[src/rtl/seq_alu.sv]
// seq_alu: sequential ALU with single-cycle ops and an optional shift-add multiplier (enabled by SEQ_ALU_MUL_EN)
module seq_alu #(
  parameter int WIDTH = 4
) (
  input  logic               Clock,
  input  logic               Reset,
  input  logic               Start,
  input  logic [2:0]         Function,
  input  logic               UseReg,
  input  logic [WIDTH-1:0]   A,
  input  logic [WIDTH-1:0]   B,
  output logic [2*WIDTH-1:0] ALUout,
  output logic               Busy,
  output logic               Done
);
  localparam int W2 = 2 * WIDTH;
  logic [W2-1:0]    alu_q, alu_d, res;
  logic             done_q, done_d;
  logic [WIDTH-1:0] b_eff;
  logic [WIDTH:0]   sum, diff;
  assign b_eff = UseReg ? alu_q[WIDTH-1:0] : B;
  assign sum   = {1'b0, A} + {1'b0, b_eff};
  assign diff  = {1'b0, A} - {1'b0, b_eff};
  // single-cycle result for every function; multiply handled separately
  always_comb begin
    res = '0;
    case (Function)
      3'b000:  res = W2'(sum);
      3'b001:  res = W2'(|{A, b_eff});
      3'b010:  res = W2'(&{A, b_eff});
      3'b011:  res = {A, b_eff};
      3'b100:  res = W2'(diff);
      3'b110:  res = (32'(A) >= W2) ? '0 : W2'(b_eff) << A;
      default: res = '0;
    endcase
  end
`ifdef SEQ_ALU_MUL_EN
  typedef enum logic {IDLE, MUL} state_t;
  state_t           state_q, state_d;
  logic [W2-1:0]    acc_q, acc_d, mcand_q, mcand_d, acc_nx;
  logic [WIDTH-1:0] mplier_q, mplier_d;
  logic [4:0]       cnt_q, cnt_d;
  assign acc_nx = acc_q + (mplier_q[0] ? mcand_q : '0);
  // accept ops in IDLE; in MUL add one partial product per cycle and publish only the final product
  always_comb begin
    state_d  = state_q;
    alu_d    = alu_q;
    done_d   = 1'b0;
    acc_d    = acc_q;
    mcand_d  = mcand_q;
    mplier_d = mplier_q;
    cnt_d    = cnt_q;
    if (state_q == IDLE) begin
      if (Start && Function == 3'b101) begin
        state_d  = MUL;
        acc_d    = '0;
        mcand_d  = W2'(A);
        mplier_d = b_eff;
        cnt_d    = '0;
      end else if (Start) begin
        alu_d  = res;
        done_d = 1'b1;
      end
    end else begin
      acc_d    = acc_nx;
      mcand_d  = mcand_q << 1;
      mplier_d = mplier_q >> 1;
      cnt_d    = cnt_q + 5'd1;
      if (cnt_q == 5'(WIDTH - 1)) begin
        state_d = IDLE;
        alu_d   = acc_nx;
        done_d  = 1'b1;
      end
    end
  end
  // state and datapath registers; reset aborts any multiply in flight
  always_ff @(posedge Clock) begin
    if (Reset) begin
      state_q  <= IDLE;
      alu_q    <= '0;
      done_q   <= 1'b0;
      acc_q    <= '0;
      mcand_q  <= '0;
      mplier_q <= '0;
      cnt_q    <= '0;
    end else begin
      state_q  <= state_d;
      alu_q    <= alu_d;
      done_q   <= done_d;
      acc_q    <= acc_d;
      mcand_q  <= mcand_d;
      mplier_q <= mplier_d;
      cnt_q    <= cnt_d;
    end
  end
  assign Busy = (state_q == MUL);
`else
  // without the multiplier every op completes on its sampling edge
  always_comb begin
    alu_d  = Start ? res : alu_q;
    done_d = Start;
  end
  // result and done registers
  always_ff @(posedge Clock) begin
    if (Reset) begin
      alu_q  <= '0;
      done_q <= 1'b0;
    end else begin
      alu_q  <= alu_d;
      done_q <= done_d;
    end
  end
  assign Busy = 1'b0;
`endif
  assign ALUout = alu_q;
  assign Done   = done_q;
endmodule

[config.mk]
export PLATFORM = sky130hd
export DESIGN_NAME = seq_alu
export DESIGN_NICKNAME = d
export VERILOG_FILES = /design/src/rtl/seq_alu.sv
export SDC_FILE = /design/constraint.sdc
export NUM_CORES = 1
export LEC_CHECK = 0
export ABC_AREA = 1
export BUFFER_PORTS_ARGS = -buffer_cell sky130_fd_sc_hd__buf_2
export CAP_MARGIN = 0
export CORE_MARGIN = 2
export CORE_UTILIZATION = 47
export CTS_CLUSTER_SIZE = 16
export DETAILED_ROUTE_END_ITERATION = 12
export PLACE_DENSITY = 0.74
export SLEW_MARGIN = 20
export SYNTH_ARGS = -nofsm -noshare
export SYNTH_HDL_FRONTEND = slang
export SYNTH_SLANG_ARGS = --single-unit
[constraint.sdc]
create_clock -name Clock -period 2.32 [get_ports Clock]
set_clock_uncertainty 0.15 [all_clocks]
set_input_delay 0.464 -clock Clock [delete_from_list [all_inputs] [get_ports Clock]]
set_output_delay 0.464 -clock Clock [all_outputs]
set_load 0.02 [all_outputs]
* Yosys cells after proc, flatten, opt, wreduce, memory -nomap -nowiden
Index checks and enable logic that the tools add are counted.
Storage, ports and cells: register bits 9, input port bits 15
Operators by class: add/subtract/negate cells 2, magnitude comparators 1, equal/unequal tests 5, shifts and indexed selects 1, mux-type cells 3, reductions and logical operators 3
Operators with widths (number):
- 8-bit one-hot mux with 6 select lines | 1
- 8-bit 2-to-1 mux | 1
- 8-bit AND reduction | 1
- 8-bit OR reduction | 1
- 4-bit by 4-bit left shift with 8-bit output | 1
- 3-bit by 2-bit equality test with 1-bit output (second input constant) | 2
- 3-bit equality test (second input constant) | 2
- 4-bit by 4-bit adder with 5-bit output | 1
- 4-bit by 4-bit subtractor with 5-bit output | 1
- 4-bit greater-or-equal comparator (second input constant) | 1
- 4-bit 2-to-1 mux | 1
- 3-bit by 1-bit equality test with 1-bit output (second input constant) | 1
- 3-bit logical NOT | 1

* Depth between registers and ports, before layout
depth in word-level cells 4, gate-level depth with buffers 17, gate-level depth less buffers 17

* Least setup slack after synthesis
No wires, ideal clock.
path type input-to-reg, from input port UseReg, to register alu_q[3] (netlist: ALUout[3]), setup time 0.070 ns, arrival time 2.096 ns, required time 2.100 ns, setup slack 0.004 ns, cell stages on the path 15, buffers on the path 0, path through inv_2 nand2_1 nand2_1 inv_1 ha_1 a21oi_1 xor2_1 ha_1 a21oi_1 nand2_1 nand2_1 nand3_1 nand3_1 nand2_1 a21oi_1
Between the ends: longest elaborated chain between the ends 4, elaborated cells between the ends (all ways) 6, classes of those cells add/sub: 2; shift: 1; mux: 3
Ends and longest elaborated chain:
- from (decl) | line 9 | input logic UseReg,
- 4-bit 2-to-1 mux (*) | line 21 | assign b_eff = UseReg ? alu_q[WIDTH-1:0] : B;
- 4-bit by 4-bit left shift with 8-bit output | line 33 | 3'b110: res = (32'(A) >= W2) ? '0 : W2'(b_eff) << A;
- 8-bit 2-to-1 mux | line 33
- 8-bit one-hot mux with 6 select lines (*) | line 27 | case (Function)
- to (signal assigned) | line 109 | alu_q <= alu_d;
- to (decl) | line 17 | logic [W2-1:0] alu_q, alu_d, res;
Every way passes the cells marked *; elsewhere a longest branch is shown, timed or not. A chain may end at the register's enable or synchronous reset.

* Worst setup path in the final report
from input port UseReg, to register alu_q[1] (netlist: ALUout[1])
Same word-level chain as after synthesis.

==> results.md <==
- Cell Rows: 16
- Full die area: 2500 sq um
- CP startpoint kind: input pin
- CTS Buffer Depth: 2
- Initial antenna violation count: 0
- Via density per instance: 5.29
- CTS Buf Count: 3
- Post-layout util: 69.0%
- Syn Nets: 192
- CTS Sinks: 9
- Unique masters post-synth: 29
- Seq/Total Area, Yosys: 18.1%
- Netlist Area Pre-Place: 993 sq um
- Setup tns final: 0 ns
- First-pass GRT wire length: 4670 microns
- Final min period: 2.18 ns
- Worst R2R Setup Slack: 0.16 ns
- Fill count: 180
- Critical Path RT: 2.32 ns
- Min-delay worst type: input pin to flip-flop
- Max FO, Critical Path: 6
- Worst Setup EP: ALUout[1]$_SDFFE_PP0P_
- Share of cells above drive strength 1: 35.5%
- WP data arrival: 2.18 ns
- Ports: 25
- Mapped Cells: 170
- Status: completed
- Reg2Reg Depth: 10
- RR Endpoint: ALUout[1]$_SDFFE_PP0P_
- Pwr dens: 412 nW/um^2
- Die width: 50.0 microns
- Tot GR Track Use: 24.0%
- Die H: 50.0 microns
- Clock latency at the later pin of the worst-skew pair: 0.27 ns
- Crit. Startpoint: UseReg
- Fmax: 458 MHz
- Leakage: 0.722 nW
- Vias in the first global route: 1,110
- CTS H-tree depth: 1
- Crit path largest cell delay: 0.45 ns
- Fin crit share: 94.0%
- Fin. max-slew vios: 0
- Largest net degree at the start of global routing: 12
- Max Cap Viol: 0
- Core area: 1980 sq um
- CP max stage cell: fa_2
- Final Non-Filler Cells: 241
- Synth Warn #: 0
- Final ANT Viol Nets: 0
- Cell mode on critical path: o21ai_0
- Placer Congestion: 0.880
- Final WL: 2930 microns
- Number of synthesized register bits: 9
- Antenna Cells: 0
- Pre-antenna DRT Iters: 4
- CTS root buffer: clkbuf_4
- Synth-to-Final Area Change: 37.7%
- Crit path capture type: flip-flop
- Drt initial violations: 42
- Port Buffers: 23
- Initial Utilization: 50.1%
- Final Total Pwr: 0.564 mW
- Hold-fix buffer count after cts: 0
- CP Class: input pin to flip-flop
- DRC violations left: 0
- CTS tree: done
- HPWL Detailed: 2330 microns
- RR Startpoint: ALUout[1]$_SDFFE_PP0P_
- Nets: 237
- GRT overflow: 0
- Syn_area_per_cell: 5.84 sq um
- Final Hold Vio Count: 0
- Post-Place Cells: 235
- Crit-path cells: buf_6, inv_6, nand2_4, nand2_2, inv_1, ha_2, a21oi_2, fa_2, nand2_1, o21ai_0, o21ai_0, a21oi_1
- Via count: 1,274
- WL per Instance: 12.2 microns
- Worst vdd ir: 0.000459 V
- # setup viols final: 0
- Reg clk slew, reported paths: 0.06 ns
[kinds of logic after synthesis]
logic type                 Yosys count  synth area share, %
AOI/OAI and AO/OA                   25                 14.2
xor gates and xnor gates             2                 1.76
adders and majority gates            7                 9.57
buffers and inverters               25                 11.0
DFF                                  9                 18.1
other                                1                0.377
and+or+nand+nor                    101                 45.0
[worst min path at each step]
| stage | depth (start not counted) | endpoint | slack (ns) | from |
|---|---|---|---|---|
| detailed placement | 2 | ALUout[5]$_SDFFE_PP0P_ | 0.31 | ALUout[5]$_SDFFE_PP0P_ |
| global route | 2 | ALUout[2]$_SDFFE_PP0P_ | 0.33 | Reset |
| global placement | 2 | ALUout[6]$_SDFFE_PP0P_ | 0.30 | ALUout[6]$_SDFFE_PP0P_ |
| floorplan | 2 | ALUout[4]$_SDFFE_PP0P_ | 0.40 | ALUout[4]$_SDFFE_PP0P_ |
| finish | 2 | ALUout[4]$_SDFFE_PP0P_ | 0.32 | Reset |
| CTS | 2 | ALUout[3]$_SDFFE_PP0P_ | 0.31 | Reset |
[layout make-up]
type / instances / area (sq um) / area share [%]
sequential: 9 / 183 / 13.4
timing repair buffer: 44 / 279 / 20.4
tap: 27 / 33.8 / 2.47
inverter: 21 / 83.8 / 6.13
multi-input combinational: 136 / 762 / 55.7
clock buffer: 4 / 26.3 / 1.92
[per-stage QoR]
stage	instance area (sq um)	worst slack (ns)	hold WS [ns]
2_1_floorplan	993	0.00428	0.395
3_3_place_gp	1250	-0.220	0.300
3_5_place_dp	1250	-0.275	0.305
4_1_cts	1280	0.00761	0.307
5_1_grt	1370	-0.00119	0.331
6_report	1370	0.138	0.317
[per-layer routing]
| layer | wire length, microns | up-vias | track usage, % |
|---|---|---|---|
| met2 | 1410 | 61 | 39.8 |
| met3 | 243 | 10 | 7.27 |
| met1 | 1210 | 568 | 29.1 |
| li1 | - | 635 | - |
| met4 | 72 | 0 | 8.80 |
| met5 | 0 | - | 0 |
[cells in the final DEF, fill, tap and decap left out, types with 2 or more instances in the layout]
cell       n
a21oi_1    9
a21oi_2    4
buf_2     22
buf_4     21
clkbuf_4   3
dfxtp_1    7
dfxtp_2    2
ha_1       5
inv_1     17
inv_2      2
nand2_1   52
nand2_2    8
nand2_4    3
nand3_1   16
nand3_2    3
nand4_1    2
nor2_1    11
nor2_2     2
nor3_1     2
o21ai_0    5
o22ai_1    2
xor2_1     2
[registers in the layout, indices dropped and copies added, names as in the netlist]
register and cells:
Done 1, ALUout 8
[timing repair]
action                     CTS  global route
resized for setup            1            24
setup buffers                0             2
pin swaps                    2            12
setup endpoints to repair    1             4
gates cloned                 0             0
[where the power goes]
part | internal, mW | switching [mW]
clock network | 0.0664 | 0.0565
logic | 0.118 | 0.157
registers | 0.162 | 0.00444
total | 0.346 | 0.218
[Yosys cell counts]
cell type,n,area [sq um]
nand3b_1,1,7.51
nand3_1,17,85.1
a21oi_1,13,65.1
nor2_1,12,45.0
clkbuf_1,1,3.75
conb_1,1,3.75
clkinv_1,1,3.75
nor2_2,1,6.26
nor2_4,1,11.3
nand3_2,2,20.0
o21ai_0,5,25.0
xor2_1,2,17.5
ha_1,6,75.1
o21bai_2,1,11.3
buf_4,2,15.0
inv_1,18,67.6
o21bai_1,1,7.51
buf_6,1,11.3
o211ai_1,1,7.51
nor3_1,2,10.0
o22ai_1,2,12.5
nand2_2,5,31.3
a22oi_1,1,7.51
dfxtp_1,9,180
fa_1,1,20.0
inv_2,2,7.51
nand2_1,58,218
nand4_1,2,12.5
o21ai_1,1,5.00
[worst max-delay path: cells and delay by family]
family | cells | cell delay, ns
compound gates | 4 | 0.56
fa+ha+maj | 2 | 0.73
buf+inv | 3 | 0.22
simple gates | 3 | 0.20
No activity file was read; power rests on OpenSTA's default activity.
